File: src/rtl/loader_pkg.sv
// Shared types and widths for the UART program loader and its serial receiver.
package loader_pkg;

    localparam int ADDR_W = 4;
    localparam int DATA_W = 8;

    typedef enum logic [2:0] {
        IDLE,
        WAIT_BYTE,
        SETUP,
        WRITE,
        DONE,
        ERROR
    } loader_state_t;

    typedef enum logic [1:0] {
        RX_IDLE,
        RX_START,
        RX_DATA,
        RX_STOP
    } rx_state_t;

endpackage

File: src/rtl/uart_rx.sv
// 8N1 UART receiver: synchronised input, mid-bit sampling, one-cycle valid / frame-error pulses.
module uart_rx
    import loader_pkg::*;
#(
    parameter int CLKS_PER_BIT = 868
) (
    input  logic       clk,
    input  logic       rst_n,
    input  logic       rx,
    output logic [7:0] rx_data,
    output logic       rx_valid,
    output logic       rx_frame_err
);

    localparam int CNT_W = $clog2(CLKS_PER_BIT);
    localparam logic [CNT_W-1:0] BIT_LAST  = CNT_W'(CLKS_PER_BIT - 1);
    localparam logic [CNT_W-1:0] HALF_LAST = CNT_W'(CLKS_PER_BIT / 2 - 1);

    rx_state_t        state_q, state_d;
    logic [CNT_W-1:0] cnt_q, cnt_d;
    logic [2:0]       bit_q, bit_d;
    logic [7:0]       data_q, data_d;
    logic             valid_q, valid_d;
    logic             err_q, err_d;
    logic             sync1_q, sync2_q, prev_q;

    // Synchroniser and edge-detect history preset high so reset never looks like a start bit.
    always_ff @(posedge clk or negedge rst_n) begin
        if (!rst_n) begin
            state_q <= RX_IDLE;
            cnt_q   <= '0;
            bit_q   <= '0;
            data_q  <= '0;
            valid_q <= 1'b0;
            err_q   <= 1'b0;
            sync1_q <= 1'b1;
            sync2_q <= 1'b1;
            prev_q  <= 1'b1;
        end else begin
            state_q <= state_d;
            cnt_q   <= cnt_d;
            bit_q   <= bit_d;
            data_q  <= data_d;
            valid_q <= valid_d;
            err_q   <= err_d;
            sync1_q <= rx;
            sync2_q <= sync1_q;
            prev_q  <= sync2_q;
        end
    end

    always_comb begin
        state_d = state_q;
        cnt_d   = cnt_q;
        bit_d   = bit_q;
        data_d  = data_q;
        valid_d = 1'b0;
        err_d   = 1'b0;
        case (state_q)
            RX_IDLE: begin
                if (prev_q && !sync2_q) begin
                    state_d = RX_START;
                    cnt_d   = '0;
                end
            end
            RX_START: begin
                if (cnt_q == HALF_LAST) begin
                    cnt_d   = '0;
                    bit_d   = '0;
                    state_d = sync2_q ? RX_IDLE : RX_DATA;
                end else begin
                    cnt_d = cnt_q + 1'b1;
                end
            end
            RX_DATA: begin
                if (cnt_q == BIT_LAST) begin
                    cnt_d  = '0;
                    data_d = {sync2_q, data_q[7:1]};
                    if (bit_q == 3'd7) begin
                        state_d = RX_STOP;
                    end else begin
                        bit_d = bit_q + 1'b1;
                    end
                end else begin
                    cnt_d = cnt_q + 1'b1;
                end
            end
            RX_STOP: begin
                if (cnt_q == BIT_LAST) begin
                    cnt_d   = '0;
                    valid_d = sync2_q;
                    err_d   = !sync2_q;
                    state_d = RX_IDLE;
                end else begin
                    cnt_d = cnt_q + 1'b1;
                end
            end
            default: state_d = RX_IDLE;
        endcase
    end

    always_comb begin
        rx_data      = data_q;
        rx_valid     = valid_q;
        rx_frame_err = err_q;
    end

endmodule

File: src/rtl/uart_program_loader.sv
// Streams a RAM_DEPTH-byte image from a UART into the program RAM via its manual-mode port.
module uart_program_loader
    import loader_pkg::*;
#(
    parameter int CLKS_PER_BIT = 868,
    parameter int RAM_DEPTH    = 16
) (
    input  logic              clk,
    input  logic              rst_n,
    input  logic              load_start,
    input  logic              uart_rx,
    output logic              manual_mode,
    output logic [ADDR_W-1:0] address,
    output logic [DATA_W-1:0] program_switches,
    output logic              manual_read,
    output logic              busy,
    output logic              done,
    output logic              error
);

    localparam logic [ADDR_W-1:0] LAST_IDX = ADDR_W'(RAM_DEPTH - 1);

    loader_state_t     state_q, state_d;
    logic [ADDR_W-1:0] idx_q, idx_d;
    logic [ADDR_W-1:0] addr_q, addr_d;
    logic [DATA_W-1:0] data_q, data_d;
    logic [7:0]        rx_data;
    logic              rx_valid;
    logic              rx_frame_err;

    uart_rx #(
        .CLKS_PER_BIT(CLKS_PER_BIT)
    ) u_rx (
        .clk         (clk),
        .rst_n       (rst_n),
        .rx          (uart_rx),
        .rx_data     (rx_data),
        .rx_valid    (rx_valid),
        .rx_frame_err(rx_frame_err)
    );

    always_ff @(posedge clk or negedge rst_n) begin
        if (!rst_n) begin
            state_q <= IDLE;
            idx_q   <= '0;
            addr_q  <= '0;
            data_q  <= '0;
        end else begin
            state_q <= state_d;
            idx_q   <= idx_d;
            addr_q  <= addr_d;
            data_q  <= data_d;
        end
    end

    always_comb begin
        state_d = state_q;
        idx_d   = idx_q;
        addr_d  = addr_q;
        data_d  = data_q;
        case (state_q)
            IDLE, DONE, ERROR: begin
                if (load_start) begin
                    state_d = WAIT_BYTE;
                    idx_d   = '0;
                end
            end
            WAIT_BYTE: begin
                // A byte can never finish in SETUP/WRITE, so only this state watches the receiver.
                if (rx_valid) begin
                    addr_d  = idx_q;
                    data_d  = rx_data;
                    state_d = SETUP;
                end else if (rx_frame_err) begin
                    state_d = ERROR;
                end
            end
            SETUP: state_d = WRITE;
            WRITE: begin
                if (idx_q == LAST_IDX) begin
                    state_d = DONE;
                end else begin
                    idx_d   = idx_q + 1'b1;
                    state_d = WAIT_BYTE;
                end
            end
            default: state_d = IDLE;
        endcase
    end

    // Moore outputs: manual_mode and done/error switch on the same edge that changes state.
    always_comb begin
        busy             = (state_q == WAIT_BYTE) || (state_q == SETUP) || (state_q == WRITE);
        manual_mode      = busy;
        manual_read      = (state_q == WRITE);
        done             = (state_q == DONE);
        error            = (state_q == ERROR);
        address          = addr_q;
        program_switches = data_q;
    end

endmodule

File: config.mk
export PLATFORM = sky130hd
export DESIGN_NAME = uart_program_loader
export DESIGN_NICKNAME = d
export VERILOG_FILES = /design/src/rtl/loader_pkg.sv /design/src/rtl/uart_rx.sv /design/src/rtl/uart_program_loader.sv
export SDC_FILE = /design/constraint.sdc
export NUM_CORES = 1
export LEC_CHECK = 0
export CORE_MARGIN = 2
export CORE_UTILIZATION = 57
export DETAILED_ROUTE_END_ITERATION = 10
export PLACE_DENSITY = 0.79
export SYNTH_ARGS = -nofsm -noshare
export SYNTH_HDL_FRONTEND = slang
export SYNTH_SLANG_ARGS = --single-unit
File: constraint.sdc
create_clock -name clk -period 2.3 [get_ports clk]
set_input_delay 0.575 -clock clk [delete_from_list [all_inputs] [get_ports clk]]
set_output_delay 0.575 -clock clk [all_outputs]
set_load 0.1 [all_outputs]
; ---- Word-level counts from Yosys, hierarchy flattened
; Index checks and enable logic that the tools add are counted.
[totals]
reg_bits = 47
inputBits = 4
[op_classes]
n_eq_ne = 21
addsub = 3
n_mux = 27
reduce_logical = 16
[op_table]
columns = operator, n
row1 = $mux 10, 3
row2 = $pmux 10 s3, 1
row3 = $mux 3, 7
row4 = $mux 2, 6
row5 = $pmux 3 s4, 1
row6 = $add 10x1->10 const B, 1
row7 = $eq 10x10->1 const B, 1
row8 = $eq 10x9->1 const B, 1
row9 = $ne 2x1->1 const B, 5
row10 = $eq 3x3->1 const B, 3
row11 = $mux 4, 2
row12 = $pmux 2 s4, 1
row13 = $pmux 4 s2, 1
row14 = $eq 3x2->1 const B, 2
row15 = $ne 2x2->1 const B, 3
row16 = $pmux 3 s2, 1
row17 = $reduce_and 2->1, 3
row18 = $reduce_and 5->1, 1
row19 = $add 4x1->4 const B, 1
row20 = $eq 2x2->1 const B, 2
row21 = $eq 4x4->1 const B, 1
row22 = $mux 1, 4
row23 = $reduce_and 4->1, 1
row24 = $reduce_bool 2->1, 2
row25 = other kinds (12), 13

; ---- Depth between registers and ports, before layout
[depth]
ltp_word = 4
mapped_depth = 7
mapped_depth_nobuf = 6

; ---- Cells and area by module
; From an unflattened synthesis, not the netlist that was laid out.
[unflattened]
cells_unflattened = 200
hier_area_um2 = 2313.5
[modules_own_cells]
columns = mod, area_each_um2, instances, seq_area_each_um2, cells_per_inst
row1 = uart_rx, 1441.4, 1, 704.4, 130
row2 = uart_program_loader, 872.1, 1, 475.5, 70

; ---- Worst setup path before layout
; No wires, ideal clock.
[synth_timing]
path_type = register to output
start = register state_q[0]
end = output port manual_mode
setup_slack_ns = -0.646
stages_incl_launch_ff = 5
arrival_time_ns = 2.371
cell_sequence = dfrtp_1 clkbuf_1 nor2_1 nor2_1 buf_4
[synth_between]
elab_chain_len = 3
elab_cells_between_ends = 5
[synth_rtl]
columns = element, line
row1 = "start, declared", uart_program_loader.sv:23  ; loader_state_t state_q, state_d;
row2 = "start signal, assigned", uart_program_loader.sv:49  ; state_q <= state_d;
row3 = $eq 3x1->1 / $eq 3x2->1 (equally long branches), uart_program_loader.sv:93  ; busy = (state_q == WAIT_BYTE) || (state_q == SETUP) || (state_q == WRITE);
row4 = $logic_or 1x1->1, uart_program_loader.sv:93
row5 = $logic_or 1x1->1 *, uart_program_loader.sv:93
row6 = "end, declared", uart_program_loader.sv:12  ; output logic manual_mode,
; Every way passes the cells marked *; elsewhere a longest branch is shown, timed or not.

; ---- Worst setup path after layout
[layout_timing]
start = register u_rx.cnt_q[3]
end = register u_rx.data_q[0], in the netlist u_rx.rx_data[0]
[layout_between]
elab_chain_len = 2
[layout_rtl]
columns = element, line
row1 = "start, declared", uart_rx.sv:20  ; logic [CNT_W-1:0] cnt_q, cnt_d;
row2 = "start signal, assigned", uart_rx.sv:41  ; cnt_q <= cnt_d;
row3 = $eq 10x10->1, uart_rx.sv:76  ; if (cnt_q == BIT_LAST) begin
row4 = $reduce_and 2->1 (no source line), --
row5 = "end signal, assigned", uart_rx.sv:43  ; data_q <= data_d;
row6 = "end, declared", uart_rx.sv:22  ; logic [7:0] data_q, data_d;
; No other way between the ends.
; A chain may end at the register's enable or synchronous reset.

==> flow_summary.json <==
{
  "status": "finished clean",
  "drv_slew": 0,
  "path_clk_slew_ps": 80,
  "yosys.area_share.simple": 0.199,
  "max-vdd-ir-drop_uv": 539,
  "synthTopCellsByCount": "dfrtp_1, nand2_1, mux2_2",
  "synth_xor_area_frac": 0.00365,
  "path_class": "flop to flop",
  "routed_wl_um": 4300,
  "cts.path.max_buffers": 2,
  "synth_flop_cell": "dfrtp_1",
  "async_flop_share": 1.00,
  "synth_top_cell_area_share": 0.458,
  "grt_usage": 0.212,
  "tightest_slew_ps": 569,
  "io_pins": 21,
  "timing.final.crit_share": 0.947,
  "grt_pass1_wl_um": 7410,
  "rows": 23,
  "die_area_mm2": 0.00475,
  "synth-seq-cells": 47,
  "min_period_ps": 2180,
  "cts_resized": 0,
  "start_kind": "flop",
  "dp.cells": 282,
  "grt_overflow": 0,
  "drt-initial-drc-count": 117,
  "setup_violations": 0,
  "root_buffer": "clkbuf_8",
  "maxSlewHeadroom": 0.621,
  "finClkSkew_ps": 6.93,
  "post_drt_wl_per_cell_um": 14.8,
  "ctsHoldBuffers": 0,
  "fmax_mhz": 459,
  "max_cap_viol_count": 0,
  "finalHoldViolations": 0,
  "die_h_um": 68.9,
  "diodes": 0,
  "holdWs_ps": 359,
  "routed_via_density": 5.83,
  "dr_total_vias": 1692,
  "yosys.area_share.adder": 0.0260,
  "cp.arrival_ps": 2360,
  "p_per_area_mw_per_mm2": 663,
  "drive_gt1_frac": 0.271,
  "cp.required_ps": 2480,
  "ant_nets": 0,
  "p_leak_nw": 1.29,
  "synth_top_family_by_area": "simple AND/OR/NAND/NOR gates",
  "grt_max_degree": 48,
  "synth_most_common_cell": "dfrtp_1",
  "synthCells": 220,
  "worstReg2RegStart": "u_rx.cnt_q[3]$_DFFE_PN0P_",
  "syn_area_per_cell_um2": 10.9,
  "synth.distinct_cells": 52,
  "cts.sinks": 47,
  "gp_congestion": 0.880,
  "start_util": 0.596,
  "ys_top_cells_by_area": "dfrtp_1, mux2_2, mux2_4",
  "fin_setup_tns_ps": 0,
  "firstDrtPassIters": 4,
  "port_buffers": 20,
  "layout.nets": 248,
  "cp-startpoint": "u_rx.cnt_q[3]$_DFFE_PN0P_",
  "cts_tree": "done",
  "yosysSeqAreaShare": 0.491,
  "drcViolationCount": 0,
  "antenna_found_initial": 0,
  "synthToLayoutAreaGrowth_pct": 15.9,
  "fin_total_pwr_w": 0.00185,
  "post_cts_buffers": 0,
  "synth-compound-area-share": 0.130,
  "die_w_um": 68.9,
  "yosys-mux-area-fraction": 0.105,
  "fin_util": 0.691,
  "syn-num-nets": 229,
  "crit_fanout": 9,
  "hold_class": "input pin to asynchronous set/reset pin",
  "cts_htree_levels": 2,
  "hpwl_um": 3050,
  "synth-edff-count": 0,
  "instances_no_fill": 290,
  "endpoint_kind": "flop",
  "ys_warn_count": 0,
  "numCtsBuffers": 5,
  "grt_pass1_vias": 1679,
  "core_mm2": 0.00403,
  "synth_top_area_cell": "dfrtp_1",
  "rsz0062_at_grt": "no",
  "clk_latency_ps": 290,
  "syn_area_mm2": 0.00240
}
through the flow:
stage | area (µm²) | setup slack, ps
final | 2790 | 122
after global routing | 2790 | 13.1
after CTS | 2790 | 119
after detailed placement | 2670 | 134
after global placement | 2670 | 197
after floorplan | 2410 | 200
where the power goes:
part           switching [W]  internal, W  total (W)
sequential         0.0000750     0.000869   0.000944
clock               0.000266     0.000352   0.000618
combinational       0.000149     0.000135   0.000284
total               0.000490      0.00136    0.00185
area by class of cell:
cell class / count / area (µm²)
Sequential cell: 47 / 1180
Inverter: 8 / 30.0
Multi-Input combinational cell: 150 / 1130
Tap cell: 50 / 62.6
Clock inverter: 2 / 35.0
Clock buffer: 6 / 82.6
Timing Repair Buffer: 27 / 268
Fill cell: 291 / 1240
routing by layer:
metal | track usage | share of wire
met1 | 0.248 | 0.45
met2 | 0.371 | 0.50
met3 | 0.0519 | 0.036
met4 | 0.0833 | 0.011
met5 | 0 | 0
flip-flops by register name, summed over array words and instances, names as in the netlist, named ones only:
name,count
u_rx.bit_q,3
u_rx.rx_valid,1
u_rx.state_q,1
program_switches,8
u_rx.sync2_q,1
u_rx.rx_data,8
u_rx.cnt_q,10
address,4
u_rx.rx_frame_err,1
u_rx.sync1_q,1
idx_q,4
state_q,3
u_rx.prev_q,1
worst paths after layout:
check	end	depth (start not counted)	slack [ps]
worst max-delay path	u_rx.rx_data[0]$_DFFE_PN0P_	3	120
worst min register to register	u_rx.sync2_q$_DFF_PN1_	0	360
worst max register to register	u_rx.rx_data[0]$_DFFE_PN0P_	3	120
min in group clk	u_rx.sync2_q$_DFF_PN1_	0	360
worst min-delay path	idx_q[0]$_DFFE_PN0P_	2	360
max in group asynchronous	u_rx.cnt_q[5]$_DFFE_PN0P_	2	1560
cell usage in the layout, fill, tap and decap left out, types with 3 or more instances in the layout:
| master | instances |
|---|---|
| clkbuf_8 | 6 |
| inv_1 | 8 |
| and2_1 | 4 |
| nor3b_1 | 3 |
| buf_4 | 19 |
| nand2b_1 | 7 |
| o211ai_1 | 5 |
| nor4_1 | 5 |
| buf_12 | 5 |
| dfrtp_1 | 44 |
| dfstp_2 | 3 |
| a21oi_1 | 9 |
| nand3_1 | 3 |
| and3_1 | 3 |
| mux2_4 | 7 |
| nor3_1 | 7 |
| a21o_1 | 3 |
| nand2_1 | 23 |
| o21ai_0 | 5 |
| ha_1 | 5 |
| mux2_2 | 13 |
| or2_2 | 3 |
| a211o_1 | 5 |
| nor2_1 | 8 |
critical path: stages (launching register included):
cell and delay, ps:
dfrtp_1 450, or3b_1 580, or4_4 700, mux2_4 330
logic make-up after synthesis:
family | after synthesis
xor+xnor | 1
flops | 47
buf+inv | 23
mux | 20
fa+ha+maj | 5
compound gates | 40
simple gates | 84
Note: power is estimated with default switching activity, not from simulation.
